File: config.mk
export PLATFORM = sky130hd
export DESIGN_NAME = multiport_state_ram
export DESIGN_NICKNAME = d
export VERILOG_FILES = /design/src/rtl/multiport_state_ram.sv
export SDC_FILE = /design/constraint.sdc
export NUM_CORES = 1
export LEC_CHECK = 0
export CAP_MARGIN = 20
export CORE_ASPECT_RATIO = 0.6
export CORE_MARGIN = 2
export CORE_UTILIZATION = 40
export DETAILED_ROUTE_END_ITERATION = 8
export PLACE_DENSITY = 0.58
export SYNTH_ARGS = -nofsm -noshare
export SYNTH_HDL_FRONTEND = slang
export SYNTH_SLANG_ARGS = --single-unit
export TNS_END_PERCENT = 30
File: constraint.sdc
create_clock -name clk -period 2.2 [get_ports clk]
set_input_delay 0.66 -clock clk [delete_from_list [all_inputs] [get_ports clk]]
set_output_delay 0.66 -clock clk [all_outputs]
set_load 0.005 [all_outputs]
File: src/rtl/multiport_state_ram.sv
// Per-channel state memory: one write port, NUM_RD_PORTS registered read ports with
// write-first bypass, plus a zero-sweep on reset and on a run-time clear request.
module multiport_state_ram #(
    parameter int DEPTH          = 16,
    parameter int DATA_WIDTH     = 8,
    parameter int ADDRESS_WIDTH  = 4,
    parameter int NUM_RD_PORTS   = 2,
    parameter int CLEAR_ON_RESET = 1
) (
    input  logic                                  clk,
    input  logic                                  reset_n,
    input  logic [ADDRESS_WIDTH-1:0]              wr_address,
    input  logic [DATA_WIDTH-1:0]                 wr_writedata,
    input  logic                                  wr_write,
    output logic                                  wr_waitrequest,
    input  logic                                  clear,
    input  logic [NUM_RD_PORTS*ADDRESS_WIDTH-1:0] rd_address,
    output logic [NUM_RD_PORTS*DATA_WIDTH-1:0]    rd_readdata
);

    localparam logic StSweep = 1'b0;
    localparam logic StRun   = 1'b1;

    localparam logic                     ResetState = (CLEAR_ON_RESET != 0) ? StSweep : StRun;
    localparam logic [ADDRESS_WIDTH-1:0] LastAddr   = ADDRESS_WIDTH'(DEPTH - 1);
    localparam logic [ADDRESS_WIDTH:0]   DepthW     = (ADDRESS_WIDTH + 1)'(DEPTH);

    logic                     state_q, state_d;
    logic [ADDRESS_WIDTH-1:0] count_q, count_d;
    logic                     wait_q, wait_d;
    logic [DATA_WIDTH-1:0]    wdata_q;

    logic                     sweeping;
    logic                     wr_accept;
    logic                     mem_we;
    logic [ADDRESS_WIDTH-1:0] mem_waddr;
    logic [DATA_WIDTH-1:0]    mem_wdata;

    logic [DATA_WIDTH-1:0]    port_data [NUM_RD_PORTS];

    assign sweeping = (state_q == StSweep);

    // clear beats a same-cycle write; writes are only taken in RUN with waitrequest low
    assign wr_accept = wr_write && !wait_q && !clear && (state_q == StRun) &&
                       ({1'b0, wr_address} < DepthW);

    assign mem_we    = sweeping || wr_accept;
    assign mem_waddr = sweeping ? count_q : wr_address;
    assign mem_wdata = sweeping ? '0 : wr_writedata;

    always_comb begin
        state_d = state_q;
        count_d = count_q;
        if (clear) begin
            state_d = StSweep;
            count_d = LastAddr;
        end else if (state_q == StSweep) begin
            if (count_q == '0) begin
                state_d = StRun;
            end else begin
                count_d = count_q - ADDRESS_WIDTH'(1);
            end
        end
        wait_d = (state_d == StSweep);
    end

    always_ff @(posedge clk or negedge reset_n) begin
        if (!reset_n) begin
            state_q <= ResetState;
            count_q <= LastAddr;
            wait_q  <= 1'b1;
            wdata_q <= '0;
        end else begin
            state_q <= state_d;
            count_q <= count_d;
            wait_q  <= wait_d;
            wdata_q <= wr_writedata;
        end
    end

    assign wr_waitrequest = wait_q;

    for (genvar p = 0; p < NUM_RD_PORTS; p++) begin : gen_port
        logic [DATA_WIDTH-1:0]    mem [DEPTH];
        logic [ADDRESS_WIDTH-1:0] ra;
        logic [DATA_WIDTH-1:0]    ram_q;
        logic                     hit_q;
        logic                     zero_q;

        assign ra = rd_address[p*ADDRESS_WIDTH +: ADDRESS_WIDTH];

        // Plain RAM replica: read-before-write, the bypass covers same-address writes
        always_ff @(posedge clk) begin
            if (mem_we) begin
                mem[mem_waddr] <= mem_wdata;
            end
            ram_q <= mem[ra];
        end

        always_ff @(posedge clk or negedge reset_n) begin
            if (!reset_n) begin
                hit_q  <= 1'b0;
                zero_q <= 1'b1;
            end else begin
                hit_q  <= wr_accept && (wr_address == ra);
                zero_q <= sweeping || !({1'b0, ra} < DepthW);
            end
        end

        assign port_data[p] = zero_q ? '0 : (hit_q ? wdata_q : ram_q);
    end

    always_comb begin
        rd_readdata = '0;
        for (int p = 0; p < NUM_RD_PORTS; p++) begin
            rd_readdata[p*DATA_WIDTH +: DATA_WIDTH] = port_data[p];
        end
    end

endmodule

==> results.yml <==
sta:
  period_share_pct: 99.48
  relSlewSlack_pct: 46.51
  finalWorstSetupSlack_ns: 0.01151
  setup_violations: 0
  fin_crit_ns: 2.188
  max_slew.worst_pin.slew_ns: 0.8007
  finalHoldViolations: 0
  fmax_mhz: 456.9
  clock_skew_ns: 0.009081
  drv_slew: 0
  rsz0062_at_grt: "true"
power_and_ir_drop:
  seq_power_share_pct: 51.1
  vdd_drop_max_uv: 486.4
  p_comb_share_pct: 7.4
  p_per_area_mw_per_mm2: 724.1
  clkPwrFrac_pct: 41.5
  switching_power_w: 0.001568
  switching_share_pct: 23.67
  power_leakage_nw: 3.382
  p_int_w: 0.005055
global_routing:
  grt_first_pass_wirelength_um: 29390
  grt.total_usage_pct: 21.66
  grt_antenna_before_repair: 1
  grt_pass1_vias: 4416
  grt_max_degree: 29
  grt_remaining_overflow: 0
logic_synthesis:
  netlist_area_mm2: 0.007401
  async_flop_share_pct: 10.56
  synthesis.nets: 445
  yosysTopAreaCell: "edfxtp_1"
  ys_warn_count: 0
  yosysSeqAreaShare_pct: 62.11
  synth_ff_type: "edfxtp_1"
  ys_ff_latch: 161
  synth_area_leaders: "edfxtp_1, mux4_1, mux4_2"
  synth_cell_type_count: 41
  syn-instance-count: 420
  avgSynthCellArea_um2: 17.62
  synth_enable_flop_cells: 128
  synth_top_area_share_pct: 51.94
final_layout:
  area_delta_synth_final_pct: 23.60
  drive_gt1_share_pct: 28.06
  fin_cells: 771
  final_core_util_pct: 50.50
  fill_cells: 1498
  diodes: 0
  fin_nets: 543
clock_network:
  cts_root_buf: "clkbuf_16"
  clkSlewWorstSetupHoldPaths_ns: 0.06
  htree_num_levels: 4
  cts_tree: "done"
  cts.sinks: 161
  clk_latency_ns: 0.43
  cts_made_buffers: 17
  cts_buffer_depth: 2
floorplanning:
  initial_utilization_pct: 40.86
  ios: 41
  rows: 38
  die_h_um: 109.4
  die_w_um: 179.6
  core-area_mm2: 0.01811
  dieArea_mm2: 0.01964
drt:
  drc_errors: 0
  finalWirelength_um: 20330
  routedWlPerCell_um: 26.37
  vias: 4525
  antenna_left: 0
  first_pass_iters: 5
  drt-initial-drc-count: 649
  vias_per_cell: 5.869
outcome:
  status: "finished, final reports clean"
setup_path:
  critPathMaxStageDelay_ns: 0.50
  r2r_slack_ns: 0.18
  r2r_cells: 4
  path_max_fanout: 8
  end_kind: "output port"
  critPathArrivalTime_ns: 1.53
  r2r-start: "state_q"
  crit_path_top_delay_cell: "dfrtp_2"
  required_ns: 1.54
  critical_path.top_delay_family: "flip-flops"
  critPathBufInv: 2
  worst-setup-path-type: "reg -> out"
  cp-start-kind: "register"
  reg2reg_to: "gen_port[1].mem[1][5]"
  path_cells: "buf_6, mux2i_1, nor2_1, clkdlybuf4s15_2"
placement:
  dp_hpwl_um: 14290
  gp_congestion: 0.8849
  dp_cells: 734
  io_buffer_count: 40
  place_ws_ns: -0.4432
worst_hold_path:
  worst_hold_path_type: "reg -> reg"
  worstHoldStart: "count_q[2]"
  worstHoldEndpoint: "count_q[2]"
  whs_path_depth: 2
run:
  cap_violations: 0
## cell usage after synthesis, types with 9 or more instances
library cell,instances
edfxtp_1,128
a22oi_1,32
mux4_2,32
mux4_1,30
nor2_1,29
nand2_1,19
mux2i_1,17
dfxtp_1,16
dfrtp_1,11
and2_1,10
buf_2,10
nor3_1,9
## power by group through the flow
stage | sequential, W | clock [W] | combinational (W)
final | 0.00339 | 0.00275 | 0.000488
after global placement | 0.00345 | 0 | 0.000474
after global routing | 0.00339 | 0.00293 | 0.000515
after floorplan | 0.00343 | 0 | 0.000276
after detailed placement | 0.00345 | 0 | 0.000478
after CTS | 0.00339 | 0.00280 | 0.000479
## layout make-up
| cell class | count | area [um2] | share of cell area (%) |
|---|---|---|---|
| multi-input combinational | 223 | 2576 | 28.16 |
| inverter | 6 | 22.52 | 0.2462 |
| clock inverter | 15 | 128.9 | 1.409 |
| sequential | 161 | 4603 | 50.32 |
| tap | 240 | 300.3 | 3.283 |
| clock buffer | 17 | 425.4 | 4.651 |
| timing repair buffer | 109 | 1091 | 11.93 |
## metal layers
metal / global-route usage, % / vias up / routed length, um
met2: 26.98 / 272 / 7684
met4: 6.214 / 2 / 323
met5: 0 / - / 13
met3: 9.076 / 39 / 2763
met1: 33.65 / 2282 / 9544
li1: - / 1930 / -
## registers in the layout, indices dropped and copies added, names as in the netlist
name,flops
count_q,4
gen_port.hit_q,2
gen_port.mem,128
gen_port.ram_q,16
gen_port.zero_q,1
state_q,1
wdata_q,8
wr_waitrequest,1
## metrics by stage
stage / area (um2) / hold WS (ns) / setup TNS, ns / total power [W]
finish: 9148 / 0.5390 / 0 / 0.006623
CTS: 9135 / 0.5386 / -0.07060 / 0.006665
global placement: 8549 / 0.5173 / -42.72 / 0.003921
global route: 9148 / 0.5557 / -0.09945 / 0.006842
floorplan: 7401 / 0.3644 / 0 / 0.003708
detailed placement: 8549 / 0.5277 / -44.78 / 0.003928
## tightest hold or removal path, cell delays in order (launching register included)
cell	delay, ns
dfstp_2	0.39
nand2_1	0.06
o211ai_1	0.08
## cell families (layout without fill, tap and decap cells)
group | count (synthesis) | in the layout | share of synthesized area [%]
AOI/OAI and AO/OA | 45 | 45 | 4.429
DFF | 161 | 161 | 62.11
and+or+nand+nor | 87 | 87 | 5.680
xor gates and xnor gates | 8 | 8 | 0.9468
adders and majority gates | 1 | 1 | 0.1690
muxes | 82 | 82 | 23.52
buffers and inverters | 36 | 147 | 3.144
## placed cells by master (no fill, tap or decap), types with 3 or more instances in the layout
cell type | synthesis | final
clkdlybuf4s50_1 | 0 | 21
nor2b_1 | 4 | 4
o211ai_1 | 3 | 3
mux2i_1 | 17 | 17
xnor2_1 | 8 | 8
inv_1 | 6 | 6
mux4_2 | 32 | 32
clkinvlp_4 | 0 | 3
nand2b_1 | 3 | 3
clkinv_4 | 0 | 3
nand2_1 | 19 | 19
nor3_1 | 9 | 8
dfxtp_1 | 16 | 16
buf_6 | 6 | 4
nor2_1 | 29 | 29
dfrtp_1 | 11 | 9
buf_12 | 0 | 15
a22oi_1 | 32 | 32
and2_1 | 10 | 10
dlygate4sd2_1 | 0 | 9
inv_6 | 0 | 5
clkdlybuf4s15_1 | 0 | 5
dfstp_2 | 6 | 5
clkbuf_16 | 0 | 17
mux4_1 | 30 | 30
buf_4 | 2 | 50
edfxtp_1 | 128 | 128
o21ai_0 | 4 | 4
## how the worst max path moves through the flow
stage          cells past startpoint                      to              start
6_report                           4         rd_readdata[11]  gen_port[1].hit_q
5_1_grt                            4         rd_readdata[11]  gen_port[1].hit_q
4_1_cts                            4          rd_readdata[3]  gen_port[0].hit_q
3_5_place_dp                       7   gen_port[1].mem[2][7]              clear
3_3_place_gp                       7  gen_port[1].mem[10][6]              clear
2_1_floorplan                      3  gen_port[0].mem[11][0]              clear
## repair_timing
action,4_1_cts,5_1_grt
hold buffers,0,0
resized for setup,27,9
pin swaps,0,1
buffers inserted,4,1
endpoints found under the setup margin,17,55
No activity file was read; power rests on OpenSTA's default activity.
